**src/rtl/serial_decoder.sv**
```systemverilog
// Serial-to-parallel frame decoder: frameStart marks bit 0, word registered one cycle after its last bit.
// Optional even-parity trailer bit enabled by defining SERIAL_DECODER_PARITY_EN.
module serial_decoder #(
  parameter int DATA_WIDTH = 8,
  parameter bit LSB_FIRST  = 1'b1
) (
  input  logic                  clock,
  input  logic                  reset,
  input  logic                  serialIn,
  input  logic                  frameStart,
  output logic [DATA_WIDTH-1:0] parallelOut,
  output logic                  dataValid,
  output logic                  frameAbort,
  output logic                  parityError
);
  localparam int CW = $clog2(DATA_WIDTH + 1);

`ifdef SERIAL_DECODER_PARITY_EN
  typedef enum logic [1:0] {IDLE, SHIFT, PARITY} state_e;
`else
  typedef enum logic {IDLE, SHIFT} state_e;
`endif

  state_e                state_q, state_d;
  logic [CW-1:0]         cnt_q, cnt_d;
  logic [DATA_WIDTH-1:0] sh_q, sh_d;
  logic [DATA_WIDTH-1:0] out_q, out_d;
  logic                  vld_q, vld_d;
  logic                  abort_q, abort_d;
  logic [DATA_WIDTH-1:0] word, first;
`ifdef SERIAL_DECODER_PARITY_EN
  logic                  perr_q, perr_d;
`endif

  // After exactly DATA_WIDTH shifts the first bit lands at bit 0 (LSB first) or the MSB.
  function automatic logic [DATA_WIDTH-1:0] shift_in(input logic [DATA_WIDTH-1:0] base,
                                                     input logic b);
    if (LSB_FIRST) return {b, base[DATA_WIDTH-1:1]};
    else           return {base[DATA_WIDTH-2:0], b};
  endfunction

  assign word  = shift_in(sh_q, serialIn);
  assign first = shift_in('0, serialIn);

  always_comb begin
    state_d = state_q;
    cnt_d   = cnt_q;
    sh_d    = sh_q;
    out_d   = out_q;
    vld_d   = 1'b0;
    abort_d = 1'b0;
`ifdef SERIAL_DECODER_PARITY_EN
    perr_d  = 1'b0;
`endif
    if (frameStart) begin
      // A start always begins a new frame; mid-frame it discards the partial one.
      abort_d = (state_q != IDLE);
      state_d = SHIFT;
      sh_d    = first;
      cnt_d   = CW'(1);
    end else begin
      case (state_q)
        IDLE: ;
        SHIFT: begin
          sh_d  = word;
          cnt_d = cnt_q + CW'(1);
          if (cnt_q == CW'(DATA_WIDTH - 1)) begin
`ifdef SERIAL_DECODER_PARITY_EN
            state_d = PARITY;
`else
            state_d = IDLE;
            out_d   = word;
            vld_d   = 1'b1;
`endif
          end
        end
`ifdef SERIAL_DECODER_PARITY_EN
        PARITY: begin
          state_d = IDLE;
          out_d   = sh_q;
          vld_d   = 1'b1;
          perr_d  = (^sh_q) ^ serialIn;
        end
`endif
        default: state_d = IDLE;
      endcase
    end
  end

  always_ff @(posedge clock) begin
    if (reset) begin
      state_q <= IDLE;
      cnt_q   <= '0;
      sh_q    <= '0;
      out_q   <= '0;
      vld_q   <= 1'b0;
      abort_q <= 1'b0;
`ifdef SERIAL_DECODER_PARITY_EN
      perr_q  <= 1'b0;
`endif
    end else begin
      state_q <= state_d;
      cnt_q   <= cnt_d;
      sh_q    <= sh_d;
      out_q   <= out_d;
      vld_q   <= vld_d;
      abort_q <= abort_d;
`ifdef SERIAL_DECODER_PARITY_EN
      perr_q  <= perr_d;
`endif
    end
  end

  assign parallelOut = out_q;
  assign dataValid   = vld_q;
  assign frameAbort  = abort_q;
`ifdef SERIAL_DECODER_PARITY_EN
  assign parityError = perr_q;
`else
  assign parityError = 1'b0;
`endif
endmodule
```
**config.mk**
```make
export PLATFORM = sky130hd
export DESIGN_NAME = serial_decoder
export DESIGN_NICKNAME = d
export VERILOG_FILES = /design/src/rtl/serial_decoder.sv
export SDC_FILE = /design/constraint.sdc
export NUM_CORES = 1
export LEC_CHECK = 0
export BUFFER_PORTS_ARGS = -buffer_cell sky130_fd_sc_hd__buf_2
export CAP_MARGIN = 20
export CORE_ASPECT_RATIO = 0.9
export CORE_MARGIN = 2
export CORE_UTILIZATION = 48
export DETAILED_ROUTE_END_ITERATION = 16
export GPL_TIMING_DRIVEN = 0
export PLACE_DENSITY = 0.72
export SYNTH_ARGS = -nofsm -noshare
export SYNTH_HDL_FRONTEND = slang
export SYNTH_SLANG_ARGS = --single-unit
```
**constraint.sdc**
```tcl
create_clock -name clock -period 1.03 [get_ports clock]
set_input_delay 0.0515 -clock clock [delete_from_list [all_inputs] [get_ports clock]]
set_output_delay 0.0515 -clock clock [all_outputs]
set_load 0.01 [all_outputs]
```
==> summary.md <==
| Metric | Value |
|---|---|
| Final Hold Fails | 0 |
| Crit path from | cnt_q[0] |
| Root buffer cell | clkbuf_4 |
| Residual DRC | 0 |
| Via density | approximately 4.6 |
| Total Wirelength | 1560 um |
| GRT Resource Usage Total | between 10% and 20% |
| Crit end category | flip-flop |
| Via count | between 600 and 700 |
| Number of synthesized flops with an enable pin | 0 |
| WHS Path Cells | 3 |
| Vias in the first global route | between 500 and 600 |
| Largest net degree at the start of global routing | 14 |
| Syn_nets | 96 |
| Peak VDD IR | roughly 1 mV |
| Max-slew violations | 0 |
| H-tree levels | 1 |
| Register bit total from synthesis | 22 |
| Crit Path Class | reg -> reg |
| Synth warn | 0 |
| Area delta synth->final | 24.4% |
| Fin worst setup slack | -0.109 ns |
| Design area | 0.00115 mm2 |
| Share of layout cells above drive strength 1 | about 29% |
| CP max stage delay | approximately 0.37 ns |
| Die Height | about 46 um |
| Max Freq | approximately 0.88 GHz |
| Cts bufs inserted | 3 |
| P_leak | between 0.4 and 0.5 nW |
| CTS tree | done |
| Initial antenna violation count | 0 |
| CP max FO | 8 |
| Clk sinks | 22 |
| Violated checks | negative setup slack |
| Pwr dens | roughly 1400 mW/mm2 |
| Worst Hold Class | in -> reg |
| Reg2Reg Setup Slack | -0.11 ns |
| # rows | 15 |
| R2R depth | 4 |
| Later-pin clock latency in the skew report | roughly 0.3 ns |
| Outcome | finished, violations left |
| Final setup fails | 9 |
| Pwr Total | 1.65 mW |
| Initial Utilization | 49.4% |
| CP max stage cell | dfxtp_2 |
| CTS max path bufs | 2 |
| I/O pin total | 15 |
| Post-layout min period | around 1.1 ns |
| Diodes inserted | 0 |
| # port buffers | 12 |
| Ys async rst share | 0% |
| Worst Path Required | approximately 1.3 ns |
| Ys flop type | dfxtp_1 |
| ANT nets after route | 0 |
| Clk slew on worst S/H paths | about 0.12 ns |
| Hold Startpoint | reset |
| Post-Synthesis Cells | 91 |
| Final nets | 120 |
| Final Cycle Share | 111% |
| MaxCap Viol Count | 0 |
| HPWL after DPL | about 1100 um |
| RSZ-0062 raised after global routing | true |
| Worst setup SP type | flip-flop |
| DRT Pass-1 Iters | 2 |
| Sequential element share of the synthesized area | a little under half |
| Synth unique cells | 20 |
| Routability cong. | between 0.6 and 0.7 |
| Launching point of the worst reg2reg path | cnt_q[0] |
| 1st-iter DRT viols | 7 |
| First-pass GRT wire length | about 2600 um |
| Final Skew | between 0.003 and 0.004 ns |
| Worst-path cell chain | ha_4 > nand4b_4 > nor2_8 > mux2i_1 |
| Dpl cell area | a little over 0.001 mm2 |
| Synth Cell Area | 927 um2 |
| Worst EP arrival | approximately 1.4 ns |
| R2r endpoint | parallelOut[4] |
| Global route overflow | 0 |
| Die Wd | 50.3 um |
| Total die area | between 0.002 and 0.0025 mm2 |
| Routed len/inst | 11.2 um |
| Crit path capture | parallelOut[4] |
| Core area | roughly 0.0019 mm2 |
| Avg Inst Size Synth | between 10 and 15 um2 |
## cell type report
type                            count  area, um2
Buffer                              7       50.0
Clock buffer                        3       22.5
Clock inverter                      1       30.0
Fill cell                         157        723
Multi-Input combinational cell     62        459
Sequential cell                    22        443
Tap cell                           25       31.3
Timing Repair Buffer               19        118
## cell families (layout without fill, tap and decap cells)
family | count (synthesis) | count (layout) | share of synthesized area (%)
and+or+nand+nor | 39 | 39 | 25.1
DFF | 22 | 22 | 47.5
muxes | 15 | 15 | 16.2
buffers and inverters | 7 | 30 | 4.99
AOI/OAI and AO/OA | 3 | 3 | 1.62
xor gates and xnor gates | 3 | 3 | 2.83
adders and majority gates | 1 | 1 | 1.35
other | 1 | 1 | 0.404
## registers in the layout, summed over array words and instances (netlist names)
signal       flops
parallelOut      8
sh_q             7
cnt_q            4
dataValid        1
frameAbort       1
state_q          1
## per-layer routing
layer  up-vias  track usage (%)  share of wire (%)
li1        339                -                  -
met1       289             18.6                 47
met2         9             25.5                 49
met3         2             2.96                3.3
met4         0             9.73               0.90
met5         -                0                  0
## timing repair
| item | CTS | global route |
|---|---|---|
| resized for setup | 2 | 1 |
| buffers inserted | 4 | 1 |
| pin swaps | 2 | 2 |
| setup endpoints to repair | 11 | 17 |
| hold buffers | 2 | 0 |
| hold endpoints to repair | 3 | 0 |
## Yosys cell counts, types with 2 or more instances
| cell type | n | share of area [%] |
|---|---|---|
| dfxtp_1 | 22 | 48 |
| nand2b_1 | 16 | 11 |
| mux2i_1 | 15 | 16 |
| nor2_1 | 14 | 5.7 |
| buf_4 | 3 | 2.4 |
| nand2_1 | 3 | 1.2 |
| xor2_1 | 3 | 2.8 |
| a21oi_1 | 2 | 1.1 |
| clkbuf_1 | 2 | 0.81 |
## worst min path at each step
stage	end	slack, ns
after floorplan	parallelOut[7]	0.21
after global placement	dataValid	0.28
after detailed placement	dataValid	0.28
after CTS	parallelOut[6]	0.04
after global routing	parallelOut[6]	0.06
final	parallelOut[6]	0.05
## report_power, final
part | internal [mW] | leakage [nW] | switching (mW)
registers | 0.864 | 0.179 | 0.00817
logic | 0.0657 | 0.284 | 0.0626
clock network | 0.393 | 0.0279 | 0.258
## placed cells by master (no fill, tap or decap)
cell and count:
or2_1 1, nand2b_1 16, buf_2 13, clkbuf_1 2, nand2_2 1, nand3b_1 1, buf_4 7, conb_1 1
mux2i_1 15, nand4b_4 1, xor2_1 3, nor3_1 1, bufinv_16 1, nand4_1 1, dlygate4sd3_1 2, nor2_8 1
dfxtp_1 20, nor2_1 14, a21oi_1 1, buf_6 2, a21oi_2 1, nand2_1 2, dfxtp_2 2, clkbuf_4 3
ha_4 1, o21ai_0 1
## worst max-delay path: cells and delay by family (launching register included)
family                   cells  cell delay, ns
multiplexers                 1            0.22
AND/OR/NAND/NOR              2            0.35
adder cells (fa/ha/maj)      1            0.15
flip-flops                   1            0.37
## per-stage QoR
step | std cells | setup WS, ns | TNS [ns] | hold WS (ns) | util (%)
after floorplan | 91 | -0.0408 | -0.326 | 0.207 | -
after global placement | 128 | -0.130 | -0.918 | 0.282 | 55.1
after detailed placement | 128 | -0.166 | -1.17 | 0.285 | 55.1
after CTS | 138 | -0.133 | -0.936 | 0.0390 | 60.9
after global routing | 139 | -0.173 | -1.52 | 0.0560 | 61.5
final | 139 | -0.109 | -0.758 | 0.0522 | 61.5
No activity file was read; power rests on OpenSTA's default activity.
